`config.mk`:
```
export PLATFORM = sky130hd
export DESIGN_NAME = simmem_release_scheduler
export DESIGN_NICKNAME = d
export VERILOG_FILES = /design/src/rtl/simmem_pkg.sv /design/src/rtl/simmem_rr_arbiter.sv /design/src/rtl/simmem_release_scheduler.sv
export SDC_FILE = /design/constraint.sdc
export NUM_CORES = 1
export LEC_CHECK = 0
export ABC_AREA = 1
export CAP_MARGIN = 0
export CORE_UTILIZATION = 25
export CTS_CLUSTER_DIAMETER = 100
export DETAILED_ROUTE_END_ITERATION = 6
export DONT_BUFFER_PORTS = 1
export PLACE_DENSITY = 0.38
export SYNTH_ARGS = -nofsm -noshare
export SYNTH_HDL_FRONTEND = slang
export SYNTH_HIERARCHICAL = 1
export SYNTH_SLANG_ARGS = --single-unit
```
`constraint.sdc`:
```
create_clock -name clk_i -period 8.1 [get_ports clk_i]
set_input_delay 1.215 -clock clk_i [delete_from_list [all_inputs] [get_ports clk_i]]
set_output_delay 1.215 -clock clk_i [all_outputs]
set_load 0.03 [all_outputs]
```
`src/rtl/simmem_pkg.sv`:
```
`default_nettype none
// ============================================================================
//  Module   : simmem_pkg
//  Brief    : Shared types and default constants for the simulated-memory
//             release scheduler (timer state encoding, parameter defaults).
//  Revision : 1.0 - initial release
// ============================================================================
package simmem_pkg;

    localparam int DEFAULT_ID_WIDTH     = 4;
    localparam int DEFAULT_DELAY_WIDTH  = 8;
    localparam int DEFAULT_CREDIT_WIDTH = 3;

    // Per-ID timer: IDLE accepts a new schedule, COUNT is counting down.
    typedef enum logic [0:0] {
        IDLE  = 1'b0,
        COUNT = 1'b1
    } timer_state_e;

endpackage
`default_nettype wire

```
`src/rtl/simmem_rr_arbiter.sv`:
```
`default_nettype none
// ============================================================================
//  Module   : simmem_rr_arbiter
//  Brief    : Round-robin pick among requesting IDs. The search starts at
//             ptr and walks upward, wrapping from the last ID back to 0.
//  Revision : 1.0 - initial release
// ============================================================================
module simmem_rr_arbiter #(
    parameter int IDWidth = 4
) (
    input  logic [2**IDWidth-1:0] req,
    input  logic [IDWidth-1:0]    ptr,
    output logic [2**IDWidth-1:0] gnt,
    output logic                  valid
);
    localparam int NumIds = 2**IDWidth;

    logic [IDWidth-1:0] idx;
    logic               found;

    // First requester at or after ptr; the IDWidth-bit add wraps for free.
    always_comb begin
        gnt   = '0;
        found = 1'b0;
        idx   = ptr;
        for (int k = 0; k < NumIds; k++) begin
            idx = ptr + IDWidth'(k);
            if (!found && req[idx]) begin
                gnt[idx] = 1'b1;
                found    = 1'b1;
            end
        end
        valid = found;
    end

endmodule
`default_nettype wire

```
`src/rtl/simmem_release_scheduler.sv`:
```
`default_nettype none
// ============================================================================
//  Module   : simmem_release_scheduler
//  Brief    : Per-ID delay timers feeding per-ID release credits, with a
//             round-robin registered one-hot release enable towards the
//             linked-list bank. A grant is held until the bank reports the
//             matching release, then one idle cycle precedes the next grant.
//  Revision : 1.0 - initial release
// ============================================================================
module simmem_release_scheduler
    import simmem_pkg::*;
#(
    parameter int IDWidth     = DEFAULT_ID_WIDTH,
    parameter int DelayWidth  = DEFAULT_DELAY_WIDTH,
    parameter int CreditWidth = DEFAULT_CREDIT_WIDTH
) (
    input  logic                  clk_i,
    input  logic                  rst_ni,
    input  logic                  sched_valid_i,
    output logic                  sched_ready_o,
    input  logic [IDWidth-1:0]    sched_id_i,
    input  logic [DelayWidth-1:0] sched_delay_i,
    output logic [2**IDWidth-1:0] release_en_o,
    input  logic                  released_i,
    input  logic [IDWidth-1:0]    released_id_i,
    output logic                  illegal_release_o
);
    localparam int                     NumIds    = 2**IDWidth;
    localparam logic [CreditWidth-1:0] CreditOne = CreditWidth'(1);
    localparam logic [DelayWidth-1:0]  DelayOne  = DelayWidth'(1);
    localparam logic [IDWidth-1:0]     IdOne     = IDWidth'(1);
    localparam logic [NumIds-1:0]      OneHotLsb = NumIds'(1);

    logic                sched_fire;
    logic [NumIds-1:0]   id_idle;
    logic [NumIds-1:0]   credit_full;
    logic [NumIds-1:0]   has_credit;
    logic [NumIds-1:0]   expire_vec;
    logic [NumIds-1:0]   arb_req;
    logic [NumIds-1:0]   arb_gnt;
    logic [NumIds-1:0]   released_oh;
    logic                arb_valid;
    logic                grant_active;
    logic                release_match;
    logic [IDWidth-1:0]  grant_id;
    logic [IDWidth-1:0]  rr_ptr;

    // Ready only looks at the addressed ID, never at valid.
    assign sched_ready_o = id_idle[sched_id_i] && !credit_full[sched_id_i];
    assign sched_fire    = sched_valid_i && sched_ready_o;

    // A release matches only when it names the ID currently granted.
    assign grant_active  = |release_en_o;
    assign released_oh   = OneHotLsb << released_id_i;
    assign release_match = released_i && |(release_en_o & released_oh);

    // An expiring timer requests in the same cycle its credit is booked, so
    // the registered enable appears delay+2 cycles after the handshake.
    assign arb_req = has_credit | expire_vec;

    for (genvar g = 0; g < NumIds; g++) begin : g_id
        timer_state_e          state_q;
        timer_state_e          state_d;
        logic [DelayWidth-1:0] timer_q;
        logic [DelayWidth-1:0] timer_d;
        logic [CreditWidth-1:0] credit_q;
        logic                  load;
        logic                  expire;
        logic                  idle;
        logic                  dec;

        assign load = sched_fire && (sched_id_i == IDWidth'(g));
        assign dec  = release_match && release_en_o[g];

        // Timer state and countdown registers.
        always_ff @(posedge clk_i or negedge rst_ni) begin
            if (!rst_ni) begin
                state_q <= IDLE;
                timer_q <= '0;
            end else begin
                state_q <= state_d;
                timer_q <= timer_d;
            end
        end

        // Load on handshake, count down to zero, then return to IDLE.
        always_comb begin
            state_d = state_q;
            timer_d = timer_q;
            case (state_q)
                IDLE: begin
                    if (load) begin
                        state_d = COUNT;
                        timer_d = sched_delay_i;
                    end
                end
                COUNT: begin
                    if (timer_q == '0) begin
                        state_d = IDLE;
                    end else begin
                        timer_d = timer_q - DelayOne;
                    end
                end
                default: begin
                    state_d = IDLE;
                    timer_d = '0;
                end
            endcase
        end

        // Timer outputs: expiry strobe and idle flag.
        always_comb begin
            expire = (state_q == COUNT) && (timer_q == '0);
            idle   = (state_q == IDLE);
        end

        // Credit counter: +1 on expiry, -1 on matching release, both cancel.
        always_ff @(posedge clk_i or negedge rst_ni) begin
            if (!rst_ni) begin
                credit_q <= '0;
            end else if (expire && !dec) begin
                credit_q <= credit_q + CreditOne;
            end else if (dec && !expire) begin
                credit_q <= credit_q - CreditOne;
            end
        end

        assign expire_vec[g]  = expire;
        assign id_idle[g]     = idle;
        assign has_credit[g]  = (credit_q != '0);
        assign credit_full[g] = (credit_q == '1);
    end

    simmem_rr_arbiter #(
        .IDWidth (IDWidth)
    ) u_arbiter (
        .req   (arb_req),
        .ptr   (rr_ptr),
        .gnt   (arb_gnt),
        .valid (arb_valid)
    );

    // Binary index of the held one-hot grant.
    always_comb begin
        grant_id = '0;
        for (int i = 0; i < NumIds; i++) begin
            if (release_en_o[i]) begin
                grant_id = IDWidth'(i);
            end
        end
    end

    // Grant register: clears on matching release, loads only when idle,
    // which yields exactly one empty cycle between consecutive grants.
    always_ff @(posedge clk_i or negedge rst_ni) begin
        if (!rst_ni) begin
            release_en_o      <= '0;
            rr_ptr            <= '0;
            illegal_release_o <= 1'b0;
        end else begin
            illegal_release_o <= released_i && !release_match;
            if (release_match) begin
                release_en_o <= '0;
                rr_ptr       <= grant_id + IdOne;
            end else if (!grant_active && arb_valid) begin
                release_en_o <= arb_gnt;
            end
        end
    end

endmodule
`default_nettype wire

```
Yosys cells after proc, flatten, opt, wreduce, memory -nomap -nowiden
Cells that the tools add are included.
{"block": "word_totals", "rom_bits": 0, "n_memories": 0, "register_bits": 213, "mem_bits_rw": 0, "latch_bits": 0, "elab_cells": 724}
{"block": "op_classes", "n_eq_ne": 63, "addsub": 64, "muxes": 245, "shifts": 1, "bitwise": 33, "reduce_logical": 234, "mul": 0, "n_div": 0, "magnitude_cmp": 33}
{"cell": "16-bit 2-to-1 mux", "count": 18}
{"cell": "8-bit 2-to-1 mux", "count": 32}
{"cell": "16-bit bitwise OR", "count": 16}
{"cell": "8-bit one-hot mux with 2 select lines", "count": 16}
{"cell": "8-bit zero test", "count": 16}
{"cell": "8-bit by 1-bit subtractor with 8-bit output (second input constant)", "count": 16}
{"cell": "1-bit logical AND", "count": 116}
{"cell": "3-bit 2-to-1 mux", "count": 36}
{"cell": "4-bit by 5-bit < comparator with 1-bit output (second input constant)", "count": 17}
{"cell": "1-bit 2-to-1 mux", "count": 83}
{"cell": "1-bit binary-select mux with 4-bit select", "count": 18}
{"cell": "1-bit demux with 4-bit select", "count": 16}
{"cell": "4-bit by 1-bit >= comparator with 1-bit output (second input constant)", "count": 16}
{"cell": "2-bit != test (second input constant)", "count": 32}
{"cell": "1-bit zero test", "count": 50}
{"cell": "3-bit by 1-bit adder with 3-bit output (second input constant)", "count": 16}
{"cell": "3-bit == test (second input constant)", "count": 16}
{"cell": "3-bit nonzero test", "count": 16}
{"cell": "3-bit by 1-bit subtractor with 3-bit output (second input constant)", "count": 16}
{"cell": "2-bit nonzero test", "count": 17}
{"cell": "4-bit adder (second input constant)", "count": 8}
{"cell": "4-bit == test (second input constant)", "count": 8}
{"cell": "4-bit 2-to-1 mux", "count": 8}
{"cell": "1-bit one-hot mux with 2 select lines", "count": 16}
{"cell": "other kinds (13)", "count": 54}

Logic depth before layout (Yosys ltp)
{"block": "logic_depth", "depth_word": 54, "depth_mapped": 31, "ltp_nobuf": 30}

By module
Netlist, hierarchy kept.
{"mod": "simmem_release_scheduler", "area_per_inst_um2": 13390.3, "seq_area_each_um2": 5330.1, "n_inst": 1, "cells_each": 1796}
{"mod": "simmem_rr_arbiter", "area_per_inst_um2": 4291.6, "seq_area_each_um2": 0.0, "n_inst": 1, "cells_each": 923}

Least setup slack after synthesis
Ideal clock, no wire load.
{"block": "synth_timing", "kind": "register -> register", "start": "register rr_ptr[1]", "end": "register release_en_o[14]", "setup_slack_ns": 3.886, "arrival_ns": 4.150, "period_less_slack_ns": 4.214, "path_stages_with_launch": 25, "required_time_ns": 8.036, "cell_sequence": "dfrtp_1 buf_2 clkinv_1 ha_1 clkbuf_1 inv_1 nand3_1 nand3_1 nand2_1 inv_1 o21ai_0 nor2_4 nand3_4 nor2_8 nand4_2 nor2_4 buf_6 o211ai_1 nand3_1 nor3_1 clkbuf_1 nand3_1 nand2_1 nand2_1 inv_1"}
{"block": "synth_between", "elab_chain_cells": 50}
{"item": "start: declaration", "line": "simmem_release_scheduler.sv:46", "text": "logic [IDWidth-1:0] rr_ptr;"}
{"item": "start signal: assignment", "line": "simmem_release_scheduler.sv:164", "text": "rr_ptr <= grant_id + IdOne;"}
{"item": "branches (longest 47 deep; another with 4-bit by 1-bit adder with 4-bit output)"}
{"item": "1-bit 2-to-1 mux (*)", "line": "simmem_rr_arbiter.sv:28", "text": "if (!found && req[idx]) begin"}
{"item": "via arb_valid", "line": "simmem_release_scheduler.sv:42", "text": "logic arb_valid;"}
{"item": "1-bit logical AND (*)", "line": "simmem_release_scheduler.sv:165", "text": "end else if (!grant_active && arb_valid) begin"}
{"item": "2-bit nonzero test (no line) (*)"}
{"item": "end signal: assignment", "line": "simmem_release_scheduler.sv:166", "text": "release_en_o <= arb_gnt;"}
{"item": "end: declaration", "line": "simmem_release_scheduler.sv:23", "text": "output logic [2**IDWidth-1:0] release_en_o,"}
Mark *: on every way through the listed nets, which the timed path passes. The select of a mux whose other input is x is not followed.
A chain may end at the register's enable or synchronous reset.

Final worst setup path
{"block": "layout_timing", "start": "register rr_ptr[1]", "end": "register release_en_o[1]"}
The elaborated chain is that of the path after synthesis.

==> summary.md <==
| Metric | Value |
|---|---|
| Routed Antenna Nets | 0 |
| Die footprint | 71800 um2 |
| Leak | 9.08 nW |
| Post-Syn Instances | 2719 |
| CTS tree | yes |
| Status | finished, final reports clean |
| Die H | 268 um |
| First-pass GRT wire length | 103000 um |
| R2R Path End | release_en_o[1] |
| R2R depth | 25 |
| CTS Buffer Depth | 3 |
| Relative slew slack | 26.3% |
| GR Util All Layers | 18.5% |
| Post-CTS Hold Buffers | 0 |
| Via/cell ratio | 4.91 |
| FF-to-FF Start | rr_ptr[1] |
| Synth cell count leaders | nand2_1, nand3_1, nor2_1 |
| Clock Power Share | 19.1% |
| Synth Register Bits | 213 |
| DRT iter0 DRCs | 1538 |
| Most common cell in the netlist | nand2_1 |
| P&R area growth vs syn | 9.99% |
| Fin crit share | 77.9% |
| Min cycle time layout | 6.31 ns |
| RSZ-0062 raised after global routing | false |
| Max-cap violation count | 0 |
| Dpl cells | 3583 |
| Crit end category | flop |
| CP max FO | 34 |
| Setup Viol. Count Final | 0 |
| Worst Max-Slew Pin Slew | 1.10 ns |
| Reg clk slew, reported paths | 0.06 ns |
| Clock skew | 0.0126 ns |
| Worst Path Required | 8.55 ns |
| Worst-Skew Late Latency | 0.56 ns |
| Main area contributors after synthesis | dfrtp_1, nand2_1, nand3_1, nor2_1, inv_1 |
| Input/output buffers | 0 |
| Multi-input gate area | 10900 um2 |
| Logic pwr share | 57.3% |
| P_sw | 3.66 mW |
| Drt first pass iters | 6 |
| Setup TNS Final | 0 ns |
| Sink Count | 213 |
| Worst EP arrival | 6.76 ns |
| Antenna violations before repair | 1 |
| Ant. Diodes | 0 |
| DRC Markers | 0 |
| Max-slew violation count | 0 |
| Net count, final | 2754 |
| Vias | 17834 |
| Storage cell area | 5330 um2 |
| Io pins | 38 |
| Async SR Flop Fraction | 100% |
| Post-Syn Nets | 2800 |
| Post-CTS Setup Bufs | 0 |
| EDFF count, synth | 0 |
| Layout cells sized above 1 | 5.50% |
| Final HPWL DP | 48100 um |
| Non-Filler Instances | 3632 |
| Hold WC Path Type | in -> async |
| Initial Util | 25.2% |
| Die X | 268 um |
| Core area | 70000 um2 |
| Sw Ratio | 56.9% |
| Setup CP Type | reg -> reg |
| Vias in the first global route | 16672 |
| Synth area leader | dfrtp_1 |
| Fillers | 7797 |
| Yosys Warn Count | 6 |
| Top cell type's share of synthesized area | 30.1% |
| Dominant synthesized flop cell | dfrtp_1 |
| Flop2flop setup slack | 1.79 ns |
| Syn avg cell area | 6.50 um2 |
| Final Hold Fails | 0 |
| GPL Wtd Cong | 0.940 |
| Post_cts resized | 0 |
| Power Density | 331 nW/um2 |
| Synth unique cells | 56 |
| GRT Residual Overflow | 0 |
| IR drop worst, VDD | 201 uV |
| TritonCTS buffer count | 28 |
| Synthesized cell area | 17700 um2 |
| Peak Freq | 0.158 GHz |
| Post-Route WL | 66800 um |
| Reg power frac | 23.6% |
| Wirelength per Cell | 18.4 um |
| P_int | 2.78 mW |
| Largest net degree at the start of global routing | 214 |
| Root Driver | clkbuf_16 |
| Setup crit start kind | flop |
| Seq/Total Area, Yosys | 30.1% |
| H-tree Lvls | 1 |
| Rows | 97 |
[layer usage]
metal  part of all wire (%)  global-route usage [%]
met5                      0                       0
met4                    1.8                    4.17
met3                    4.5                    2.04
met2                     47                    30.2
met1                     47                    26.1
[how the worst max path moves through the flow]
stage,from,end,slack [ns],cells after the start
after floorplan,rr_ptr[1],release_en_o[14],3.89,24
after global placement,rr_ptr[1],release_en_o[7],1.85,23
after detailed placement,rr_ptr[1],release_en_o[1],1.92,25
after CTS,rr_ptr[1],release_en_o[1],1.89,25
after global routing,rr_ptr[1],release_en_o[1],1.37,25
final,rr_ptr[1],release_en_o[1],1.79,25
[flip-flops by register name (all words and copies together) (netlist names)]
register           count
g_id.state_q          16
g_id.timer_q         128
g_id.credit_q         48
illegal_release_o      1
rr_ptr                 4
release_en_o          16
[placed cells by master (no fill, tap or decap), types with 3 or more instances in the layout]
cell type / n
fa_1: 16
ha_1: 45
clkbuf_16: 28
o21a_1: 3
clkinv_2: 4
o22ai_1: 7
or2_2: 6
a21oi_1: 32
nand2_2: 11
nor2_1: 404
nand4_1: 71
xor2_1: 12
nand2_1: 686
o21ai_0: 150
nor4_1: 3
o21ai_1: 13
or4_1: 16
o221ai_1: 10
inv_1: 275
clkinv_1: 6
o21ai_2: 3
nand3_1: 483
dfrtp_1: 213
clkbuf_1: 7
buf_4: 12
nor2_4: 5
nand4_2: 3
clkbuf_8: 9
mux2_2: 16
a31oi_1: 14
nand2_4: 11
nand3_4: 12
nand3_2: 8
a22oi_1: 4
xnor2_1: 51
inv_2: 7
nor3_1: 9
[layout make-up]
cell class | count | share of cell area (%)
tap | 940 | 6.05
clock buffer | 44 | 4.37
inverter | 289 | 5.59
sequential | 213 | 27.4
multi-input combinational | 2129 | 55.9
timing repair buffer | 12 | 0.463
clock inverter | 5 | 0.187
[critical path, stage by stage (launching register included)]
cell      delay (ns)
dfrtp_1         0.74
clkinv_1        0.59
ha_1            0.63
nand2_1         0.27
inv_1           0.10
nor2_4          0.22
inv_2           0.13
nand3_1         0.12
nand3_1         0.09
nand2_1         0.17
inv_2           0.21
nor2_2          0.17
nand4_2         0.13
nor2_4          0.47
nand3_4         0.19
nor2_8          0.49
nand4_2         0.19
nor2_4          0.36
o211ai_1        0.18
nand3_1         0.12
nor3_1          0.11
buf_4           0.20
nand3_1         0.10
nand2_1         0.06
nand2_1         0.07
inv_1           0.05
[kinds of logic (layout without fill, tap and decap cells)]
kind of cell             after synthesis  count (layout)  synth area share, %
AO/OA/AOI/OAI                        244             244                 7.59
XOR/XNOR                              64              64                 3.21
adder cells (fa/ha/maj)               61              61                 5.00
buffers and inverters                377             350                 8.37
flip-flops                           213             213                 30.1
multiplexers                          16              16                 1.02
AND/OR/NAND/NOR                     1744            1744                 44.7
[metrics by stage]
| stage | total power, mW | instance area, um2 | hold WS (ns) | utilization (%) | setup slack (ns) |
|---|---|---|---|---|---|
| after detailed placement | 5.12 | 18600 | 0.481 | 26.5 | 1.92 |
| final | 6.44 | 19400 | 0.360 | 27.8 | 1.79 |
| after CTS | 6.40 | 19400 | 0.318 | 27.8 | 1.89 |
| after global routing | 6.87 | 19400 | 0.324 | 27.8 | 1.37 |
| after floorplan | 3.92 | 17700 | 0.460 | - | 3.89 |
| after global placement | 5.17 | 18600 | 0.484 | 26.5 | 1.85 |
[power by group through the flow]
stage               sequential, mW  clock (mW)  combinational (mW)
global route                  1.56        1.32                4.00
floorplan                     1.44           0                2.48
finish                        1.52        1.23                3.69
detailed placement            1.54           0                3.58
CTS                           1.53        1.28                3.59
global placement              1.55           0                3.62
Power figures use the tool's default switching activity.
